## src/rtl/posit_arb_pkg.sv

```systemverilog
// ------------------------------------------------------------------
// posit_arb_pkg: shared types and round-robin pick for the posit adder arbiter
// Rev 1.0
// ------------------------------------------------------------------
`default_nettype none

package posit_arb_pkg;

  localparam int POSIT_N  = 32;
  localparam int POSIT_ES = 4;
  localparam int MAX_REQ  = 8;
  localparam int ID_MAX_W = 3;

  typedef logic [POSIT_N-1:0] posit_t;

  typedef struct packed {
    logic [ID_MAX_W-1:0] id;
    posit_t              data;
  } rsp_entry_t;

  typedef struct packed {
    logic                found;
    logic [ID_MAX_W-1:0] idx;
  } rr_pick_t;

  // Scan from the farthest offset down so the nearest valid index at/after ptr wins.
  function automatic rr_pick_t rr_pick(input logic [MAX_REQ-1:0] valid,
                                       input logic [ID_MAX_W-1:0] ptr,
                                       input int nreq);
    rr_pick_t r;
    int       j;
    r = '0;
    for (int k = MAX_REQ - 1; k >= 0; k--) begin
      if (k < nreq) begin
        j = int'(ptr) + k;
        if (j >= nreq) j = j - nreq;
        if (valid[j]) begin
          r.found = 1'b1;
          r.idx   = ID_MAX_W'(j);
        end
      end
    end
    return r;
  endfunction

endpackage

`default_nettype wire

```

## src/rtl/posit_add_arbiter_if.sv

```systemverilog
// ------------------------------------------------------------------
// posit_add_arbiter_if: request, adder and response channels of the arbiter
// Rev 1.0
// ------------------------------------------------------------------
`default_nettype none

interface posit_add_arbiter_if #(
  parameter int N    = 32,
  parameter int NREQ = 4
);
  localparam int ID_W = $clog2(NREQ);

  logic [NREQ-1:0]   req_valid;
  logic [NREQ-1:0]   req_ready;
  logic [NREQ*N-1:0] req_a;
  logic [NREQ*N-1:0] req_b;
  logic [N-1:0]      add_a;
  logic [N-1:0]      add_b;
  logic [N-1:0]      add_res;
  logic              rsp_valid;
  logic              rsp_ready;
  logic [ID_W-1:0]   rsp_id;
  logic [N-1:0]      rsp_data;
  logic              busy;

  modport slave (
    input  req_valid, req_a, req_b, add_res, rsp_ready,
    output req_ready, add_a, add_b, rsp_valid, rsp_id, rsp_data, busy
  );

  modport master (
    output req_valid, req_a, req_b, add_res, rsp_ready,
    input  req_ready, add_a, add_b, rsp_valid, rsp_id, rsp_data, busy
  );

endinterface

`default_nettype wire

```

## src/rtl/posit_rsp_fifo.sv

```systemverilog
// ------------------------------------------------------------------
// posit_rsp_fifo: synchronous FIFO of tagged adder results
// Rev 1.0
// ------------------------------------------------------------------
`default_nettype none

module posit_rsp_fifo
  import posit_arb_pkg::*;
#(
  parameter int FIFO_DEPTH = 4
) (
  input  logic                                clk,
  input  logic                                reset,
  input  logic                                push,
  input  rsp_entry_t                          push_data,
  input  logic                                pop,
  output rsp_entry_t                          head,
  output logic                                full,
  output logic                                empty,
  output logic [$clog2(FIFO_DEPTH+1)-1:0]     count
);

  localparam int AW = $clog2(FIFO_DEPTH);
  localparam int CW = $clog2(FIFO_DEPTH + 1);

  rsp_entry_t    mem [FIFO_DEPTH];
  logic [AW-1:0] wr_ptr;
  logic [AW-1:0] rd_ptr;
  logic          do_push;
  logic          do_pop;

  assign full    = (count == CW'(FIFO_DEPTH));
  assign empty   = (count == '0);
  assign do_push = push && !full;
  assign do_pop  = pop && !empty;
  assign head    = mem[rd_ptr];

  always_ff @(posedge clk) begin
    if (do_push) mem[wr_ptr] <= push_data;
  end

  // Depth is a power of two, so pointer wrap is the natural overflow.
  always_ff @(posedge clk) begin
    if (reset) begin
      wr_ptr <= '0;
      rd_ptr <= '0;
      count  <= '0;
    end else begin
      if (do_push) wr_ptr <= wr_ptr + 1'b1;
      if (do_pop)  rd_ptr <= rd_ptr + 1'b1;
      case ({do_push, do_pop})
        2'b10:   count <= count + 1'b1;
        2'b01:   count <= count - 1'b1;
        default: count <= count;
      endcase
    end
  end

endmodule

`default_nettype wire

```

## src/rtl/posit_add_arbiter.sv

```systemverilog
// ------------------------------------------------------------------
// posit_add_arbiter: round-robin sharing of one pipelined posit adder
// Rev 1.0
// ------------------------------------------------------------------
`default_nettype none

module posit_add_arbiter
  import posit_arb_pkg::*;
#(
  parameter int N          = POSIT_N,
  parameter int ES         = POSIT_ES,
  parameter int NREQ       = 4,
  parameter int ADD_LAT    = 1,
  parameter int FIFO_DEPTH = 4
) (
  input  logic                clk,
  input  logic                reset,
  posit_add_arbiter_if.slave  bus
);

  localparam int ID_W  = $clog2(NREQ);
  // Stage 0 tracks the operand register, stages 1..ADD_LAT track the adder.
  localparam int PIPE  = ADD_LAT + 1;
  localparam int CNT_W = $clog2(FIFO_DEPTH + 1);

  logic [ID_W-1:0]  rr_ptr;
  rr_pick_t         pick;
  logic [ID_W-1:0]  grant;
  logic             issue;
  logic [CNT_W-1:0] inflight;
  logic [CNT_W-1:0] fifo_count;
  logic [CNT_W:0]   credit_used;
  logic             credit_ok;
  logic [PIPE-1:0]  tag_v;
  logic [ID_W-1:0]  tag_id [PIPE];
  logic             push;
  logic             pop;
  logic             fifo_full;
  logic             fifo_empty;
  rsp_entry_t       push_entry;
  rsp_entry_t       head;

  always_comb begin
    pick          = rr_pick(MAX_REQ'(bus.req_valid), ID_MAX_W'(rr_ptr), NREQ);
    grant         = pick.idx[ID_W-1:0];
    credit_used   = {1'b0, inflight} + {1'b0, fifo_count};
    credit_ok     = credit_used < (CNT_W + 1)'(FIFO_DEPTH);
    issue         = pick.found && credit_ok && !reset;
    bus.req_ready = '0;
    if (issue) bus.req_ready[grant] = 1'b1;
  end

  always_ff @(posedge clk) begin
    if (reset) begin
      rr_ptr    <= '0;
      bus.add_a <= '0;
      bus.add_b <= '0;
      tag_v     <= '0;
      inflight  <= '0;
      for (int k = 0; k < PIPE; k++) tag_id[k] <= '0;
    end else begin
      if (issue) begin
        bus.add_a <= bus.req_a[grant*N +: N];
        bus.add_b <= bus.req_b[grant*N +: N];
        rr_ptr    <= (grant == ID_W'(NREQ - 1)) ? '0 : grant + 1'b1;
      end
      tag_v     <= {tag_v[PIPE-2:0], issue};
      tag_id[0] <= grant;
      for (int k = 1; k < PIPE; k++) tag_id[k] <= tag_id[k-1];
      case ({issue, push})
        2'b10:   inflight <= inflight + 1'b1;
        2'b01:   inflight <= inflight - 1'b1;
        default: inflight <= inflight;
      endcase
    end
  end

  assign push            = tag_v[PIPE-1];
  assign push_entry.id   = ID_MAX_W'(tag_id[PIPE-1]);
  assign push_entry.data = posit_t'(bus.add_res);
  assign pop             = bus.rsp_valid && bus.rsp_ready;

  posit_rsp_fifo #(
    .FIFO_DEPTH (FIFO_DEPTH)
  ) u_fifo (
    .clk       (clk),
    .reset     (reset),
    .push      (push),
    .push_data (push_entry),
    .pop       (pop),
    .head      (head),
    .full      (fifo_full),
    .empty     (fifo_empty),
    .count     (fifo_count)
  );

  assign bus.rsp_valid = !fifo_empty;
  assign bus.rsp_id    = fifo_empty ? '0 : head.id[ID_W-1:0];
  assign bus.rsp_data  = fifo_empty ? '0 : N'(head.data);
  assign bus.busy      = (inflight != '0) || (fifo_count != '0);

  a_params:      assert property (@(posedge clk) (ES >= 0) && (FIFO_DEPTH >= PIPE));
  a_no_overflow: assert property (@(posedge clk) disable iff (reset) !(push && fifo_full));
  a_pick_range:  assert property (@(posedge clk) disable iff (reset) !pick.found || (pick.idx < NREQ));
  a_head_range:  assert property (@(posedge clk) disable iff (reset) fifo_empty || (head.id < NREQ));

endmodule

`default_nettype wire

```

## src/flat_wrapper.sv

```systemverilog
// flat-port wrapper written by rule: the top's interface ports become plain ports
module posit_add_arbiter_flat import posit_arb_pkg::*;
#(
  parameter int N          = POSIT_N,
  parameter int ES         = POSIT_ES,
  parameter int NREQ       = 4,
  parameter int ADD_LAT    = 1,
  parameter int FIFO_DEPTH = 4
)
  (clk, reset, bus_req_valid, bus_req_a, bus_req_b, bus_add_res, bus_rsp_ready, bus_req_ready, bus_add_a, bus_add_b, bus_rsp_valid, bus_rsp_id, bus_rsp_data, bus_busy);
  posit_add_arbiter_if #(.N(N), .NREQ(NREQ)) bus_i ();
  input  logic clk;
  input  logic reset;
  input wire logic [$bits(bus_i.req_valid)-1:0] bus_req_valid;
  input wire logic [$bits(bus_i.req_a)-1:0] bus_req_a;
  input wire logic [$bits(bus_i.req_b)-1:0] bus_req_b;
  input wire logic [$bits(bus_i.add_res)-1:0] bus_add_res;
  input wire logic [$bits(bus_i.rsp_ready)-1:0] bus_rsp_ready;
  output wire logic [$bits(bus_i.req_ready)-1:0] bus_req_ready;
  output wire logic [$bits(bus_i.add_a)-1:0] bus_add_a;
  output wire logic [$bits(bus_i.add_b)-1:0] bus_add_b;
  output wire logic [$bits(bus_i.rsp_valid)-1:0] bus_rsp_valid;
  output wire logic [$bits(bus_i.rsp_id)-1:0] bus_rsp_id;
  output wire logic [$bits(bus_i.rsp_data)-1:0] bus_rsp_data;
  output wire logic [$bits(bus_i.busy)-1:0] bus_busy;
  assign bus_i.req_valid = bus_req_valid;
  assign bus_i.req_a = bus_req_a;
  assign bus_i.req_b = bus_req_b;
  assign bus_i.add_res = bus_add_res;
  assign bus_i.rsp_ready = bus_rsp_ready;
  assign bus_req_ready = bus_i.req_ready;
  assign bus_add_a = bus_i.add_a;
  assign bus_add_b = bus_i.add_b;
  assign bus_rsp_valid = bus_i.rsp_valid;
  assign bus_rsp_id = bus_i.rsp_id;
  assign bus_rsp_data = bus_i.rsp_data;
  assign bus_busy = bus_i.busy;
  posit_add_arbiter #(.N(N), .ES(ES), .NREQ(NREQ), .ADD_LAT(ADD_LAT), .FIFO_DEPTH(FIFO_DEPTH)) u_core (.clk(clk), .reset(reset), .bus(bus_i));
endmodule
```

## config.mk

```make
export PLATFORM = sky130hd
export DESIGN_NAME = posit_add_arbiter_flat
export DESIGN_NICKNAME = d
export VERILOG_FILES = /design/src/rtl/posit_arb_pkg.sv /design/src/rtl/posit_add_arbiter_if.sv /design/src/rtl/posit_rsp_fifo.sv /design/src/rtl/posit_add_arbiter.sv /design/src/flat_wrapper.sv
export SDC_FILE = /design/constraint.sdc
export NUM_CORES = 1
export LEC_CHECK = 0
export ABC_AREA = 1
export BUFFER_PORTS_ARGS = -buffer_cell sky130_fd_sc_hd__buf_2
export CAP_MARGIN = 20
export CORE_UTILIZATION = 40
export CTS_CLUSTER_DIAMETER = 200
export CTS_CLUSTER_SIZE = 10
export DETAILED_ROUTE_END_ITERATION = 8
export HOLD_SLACK_MARGIN = 0.05
export PLACE_DENSITY = 0.72
export SYNTH_ARGS = -nofsm -noshare
export SYNTH_HDL_FRONTEND = slang
export SYNTH_SLANG_ARGS = --single-unit
```

## constraint.sdc

```tcl
create_clock -name clk -period 5.6 [get_ports clk]
set_input_delay 0.84 -clock clk [delete_from_list [all_inputs] [get_ports clk]]
set_output_delay 0.84 -clock clk [all_outputs]
set_load 0.05 [all_outputs]
```

==> run_results.csv <==
group,metric,value,unit
grt,antenna_found_initial,8,
sta,tightest_slew,1090,ps
layout,syn_to_final_growth,24.2,%
sta,tns,0,ps
clocking,cts_buffer_depth,3,
drt,drt_pass1_iterations,5,
synthesis,seq_area_frac_synth,0.477,
min_path,holdCritStartpoint,"u_core.tag_v[0]",
min_path,worstHoldPathCells,2,
clocking,holdBufCountCts,0,
sta,worst_clock_skew,9.87,ps
sta,finalSetupViolCount,0,
power_and_ir_drop,p_leak,8.01,nW
clocking,insertion_delay,530,ps
power_and_ir_drop,internal_power,4.14,mW
critical_path,path_class,"flop to output pin",
power_and_ir_drop,p_sw_frac,0.518,
clocking,cts_tree,"built",
power_and_ir_drop,seqPwrFrac,0.266,
critical_path,crit_buf_inv,4,
drt,drtIter0Drc,724,
floorplan,die_area,0.0309,mm2
flow_run,cap_violations,0,
power_and_ir_drop,total_power,8.60,mW
critical_path,cp.required,4760,ps
critical_path,reg2reg_slack,2000,ps
sta,maxSlewViolCount,0,
synthesis,syn_nets,1976,
power_and_ir_drop,ir_drop,0.358,mV
drt,routedWlPerCell,14.4,um
run_status,status,"completed",
grt,grt_max_degree,92,
grt,overflow,0,
critical_path,critical_path_arrival,3490,ps
synthesis,ys_types,28,
sta,fin_crit_sh,0.773,
layout,drive_gt1_frac,0.228,
floorplan,io_pins,399,
floorplan,die_w,176,um
clocking,clk_pin_slew_worst_paths,60,ps
layout,n_fill_cell,2885,
drt,antenna_left,0,
sta,period_minus_slack,4330,ps
min_path,min_to,"u_core.tag_v[1]",
min_path,min_path_type,"flop to flop",
sta,hold_slack,400,ps
clocking,cts-htree-levels,1,
synthesis,syn-cell-area,0.0121,mm2
sta,maxSlewHeadroom,0.271,
clocking,clock-sinks,220,
clocking,cts_buffers,25,
place,dp.cells,2366,
critical_path,cp_cell_sequence,"inv_2 > ha_1 > nor2_1 > nand3_1 > nand3_1 > nand2_1 > nand2_4 > nand2_4 > inv_2 > ha_1 > inv_1 > nor2_1 > buf_2",
sta,max_freq,231,MHz
drt,drc_errors,0,
place,io_buffers,398,
power_and_ir_drop,p_clk_frac,0.169,
critical_path,reg2reg_from,"u_core.rr_ptr[0]",
synthesis,syn_area_per_cell,7.25,um2
drt,vias,11600,
place,dp_hpwl,23900,um
drt,wirelength,34800,um
grt,grt_pass1_wl,53500,um
grt,first_global_vias,10700,
power_and_ir_drop,power_density,574,mW/mm2
floorplan,initial_core_util,0.407,
clocking,cts-root-buf,"clkbuf_16",
layout,fin_cells,2412,
critical_path,critical-path-top-delay-family,"simple AND/OR/NAND/NOR gates",
power_and_ir_drop,combPwrFrac,0.565,
place,gp_congestion,0.890,
grt,grt.total_usage,0.218,
sta,rsz0062_at_grt,"false",
sta,hold_viol,0,
drt,viasPerCell,4.82,
critical_path,critical_path.startpoint_type,"flop",
floorplan,core,0.0296,mm2
critical_path,slowest_delay,590,ps
floorplan,die_height,176,um
clocking,postCtsSetupBuffers,0,
power_and_ir_drop,switchingPower,4.46,mW
clocking,cts_resized,0,
floorplan,num_rows,63,
critical_path,crit_slowest_cell,"dfxtp_1",
synthesis,yosys_warnings,0,
layout,layout.nets,2314,
critical_path,crit_path_end_kind,"output pin",
synthesis,synth_cells,1666,
critical_path,worstRegToRegCells,15,
critical_path,critPathMaxFanout,50,
synthesis,synth-seq-cells,220,
critical_path,timing.rr.end,"u_core.bus.add_b[29]",
-- layer usage --
| layer | GRT usage | vias up | part of all wire | routed length, um |
|---|---|---|---|---|
| met5 | 0 | - | 0.00066 | 23 |
| met4 | 0.0841 | 4 | 0.040 | 1400 |
| met3 | 0.0543 | 89 | 0.071 | 2480 |
| met2 | 0.393 | 383 | 0.49 | 17200 |
| met1 | 0.245 | 5298 | 0.39 | 13700 |
| li1 | - | 5854 | - | - |
-- per-stage QoR --
stage	utilization	cell area (um2)	setup WS [ps]
2_1_floorplan	-	12100	2170
3_3_place_gp	0.481	14200	1730
3_5_place_dp	0.481	14300	1660
4_1_cts	0.505	15000	1210
5_1_grt	0.506	15000	966
6_report	0.506	15000	1270
-- cell families after synthesis --
family          share of synthesized area
fa+ha+maj                          0.0168
flops                               0.477
compound gates                     0.0520
simple gates                        0.302
buf+inv                             0.152
-- area by class of cell --
cell class,instances,area [um2],share of cell area
Inverter,356,1340,0.0891
Multi-Input combinational cell,985,4540,0.303
Antenna cell,4,10.0,0.000668
Clock inverter,1,20.0,0.00134
Timing Repair Buffer,416,2150,0.144
Sequential cell,220,5770,0.385
Clock buffer,40,682,0.0455
Tap cell,390,488,0.0325
-- worst max-delay path by stage --
stage | startpoint | to | slack [ps] | cells after the start
floorplan | bus_req_valid[3] | bus_req_ready[2] | 2170 | 12
global placement | bus_req_valid[3] | bus_req_ready[2] | 1730 | 13
detailed placement | bus_req_valid[3] | bus_req_ready[0] | 1660 | 13
CTS | u_core.rr_ptr[0] | bus_req_ready[0] | 1210 | 13
global route | u_core.rr_ptr[0] | bus_req_ready[0] | 970 | 13
finish | u_core.rr_ptr[0] | bus_req_ready[0] | 1270 | 13
-- registers in the layout, indices dropped and copies added, names as in the netlist, named ones only --
name,flops
u_core.bus.add_a,32
u_core.bus.add_b,32
u_core.inflight,3
u_core.rr_ptr,2
u_core.tag_id,4
u_core.tag_v,2
u_core.u_fifo.count,3
u_core.u_fifo.mem,136
u_core.u_fifo.rd_ptr,2
u_core.u_fifo.wr_ptr,2
-- cells in the mapped netlist, drive strengths merged --
cell,n,share of area
o21bai,1,0.00062
ha,13,0.013
a211oi,2,0.0012
nand3,327,0.14
o31ai,1,0.00062
inv,355,0.11
fa,2,0.0033
clkbuf,38,0.012
o21a,2,0.0012
clkinv,1,0.00031
dfxtp,84,0.14
buf,67,0.030
a21oi,43,0.018
nor2,288,0.090
edfxtp,136,0.34
nor3b,4,0.0025
o21ai,72,0.030
nand2,226,0.071
nor3,4,0.0034
-- tightest hold or removal path: stages (launching register included) --
cell and delay, ps:
dfxtp_1 290, inv_1 40, nor2_1 30
-- power by group through the flow --
stage	registers, mW	logic (mW)	clock network, mW
floorplan	3.11	2.94	0
global placement	2.31	4.80	0
detailed placement	2.32	4.86	0
CTS	2.29	4.87	1.49
global route	2.34	5.30	1.55
finish	2.29	4.86	1.45
-- cell usage in the layout (no fill, tap or decap) --
cell type  Yosys  routed
inv_16         0       1
buf_2         59     398
o21ai_1        1       1
edfxtp_1     136     136
clkbuf_1      38      15
nor3b_1        4       4
dfxtp_2        0       1
o31ai_2        0       1
nand2_2        2       1
nand3_4        0       1
ha_1          13      13
nor2_1       288     284
clkbuf_16      0      25
nor3_1         1       1
o21bai_1       1       1
nand2_1      224     223
a211oi_1       2       2
nand3_1      327     326
inv_2          4       4
nand2_4        0       2
buf_4          5      16
o21a_1         2       2
inv_1        351     351
diode_2        0       4
o21ai_0       69      69
nor3_2         2       1
clkinv_1       1       1
nor3_4         1       2
o21ai_2        2       2
dfxtp_1       84      83
fa_1           2       2
nor2_4         0       4
buf_12         0       2
a21oi_1       43      43
No activity file was read; power rests on OpenSTA's default activity.
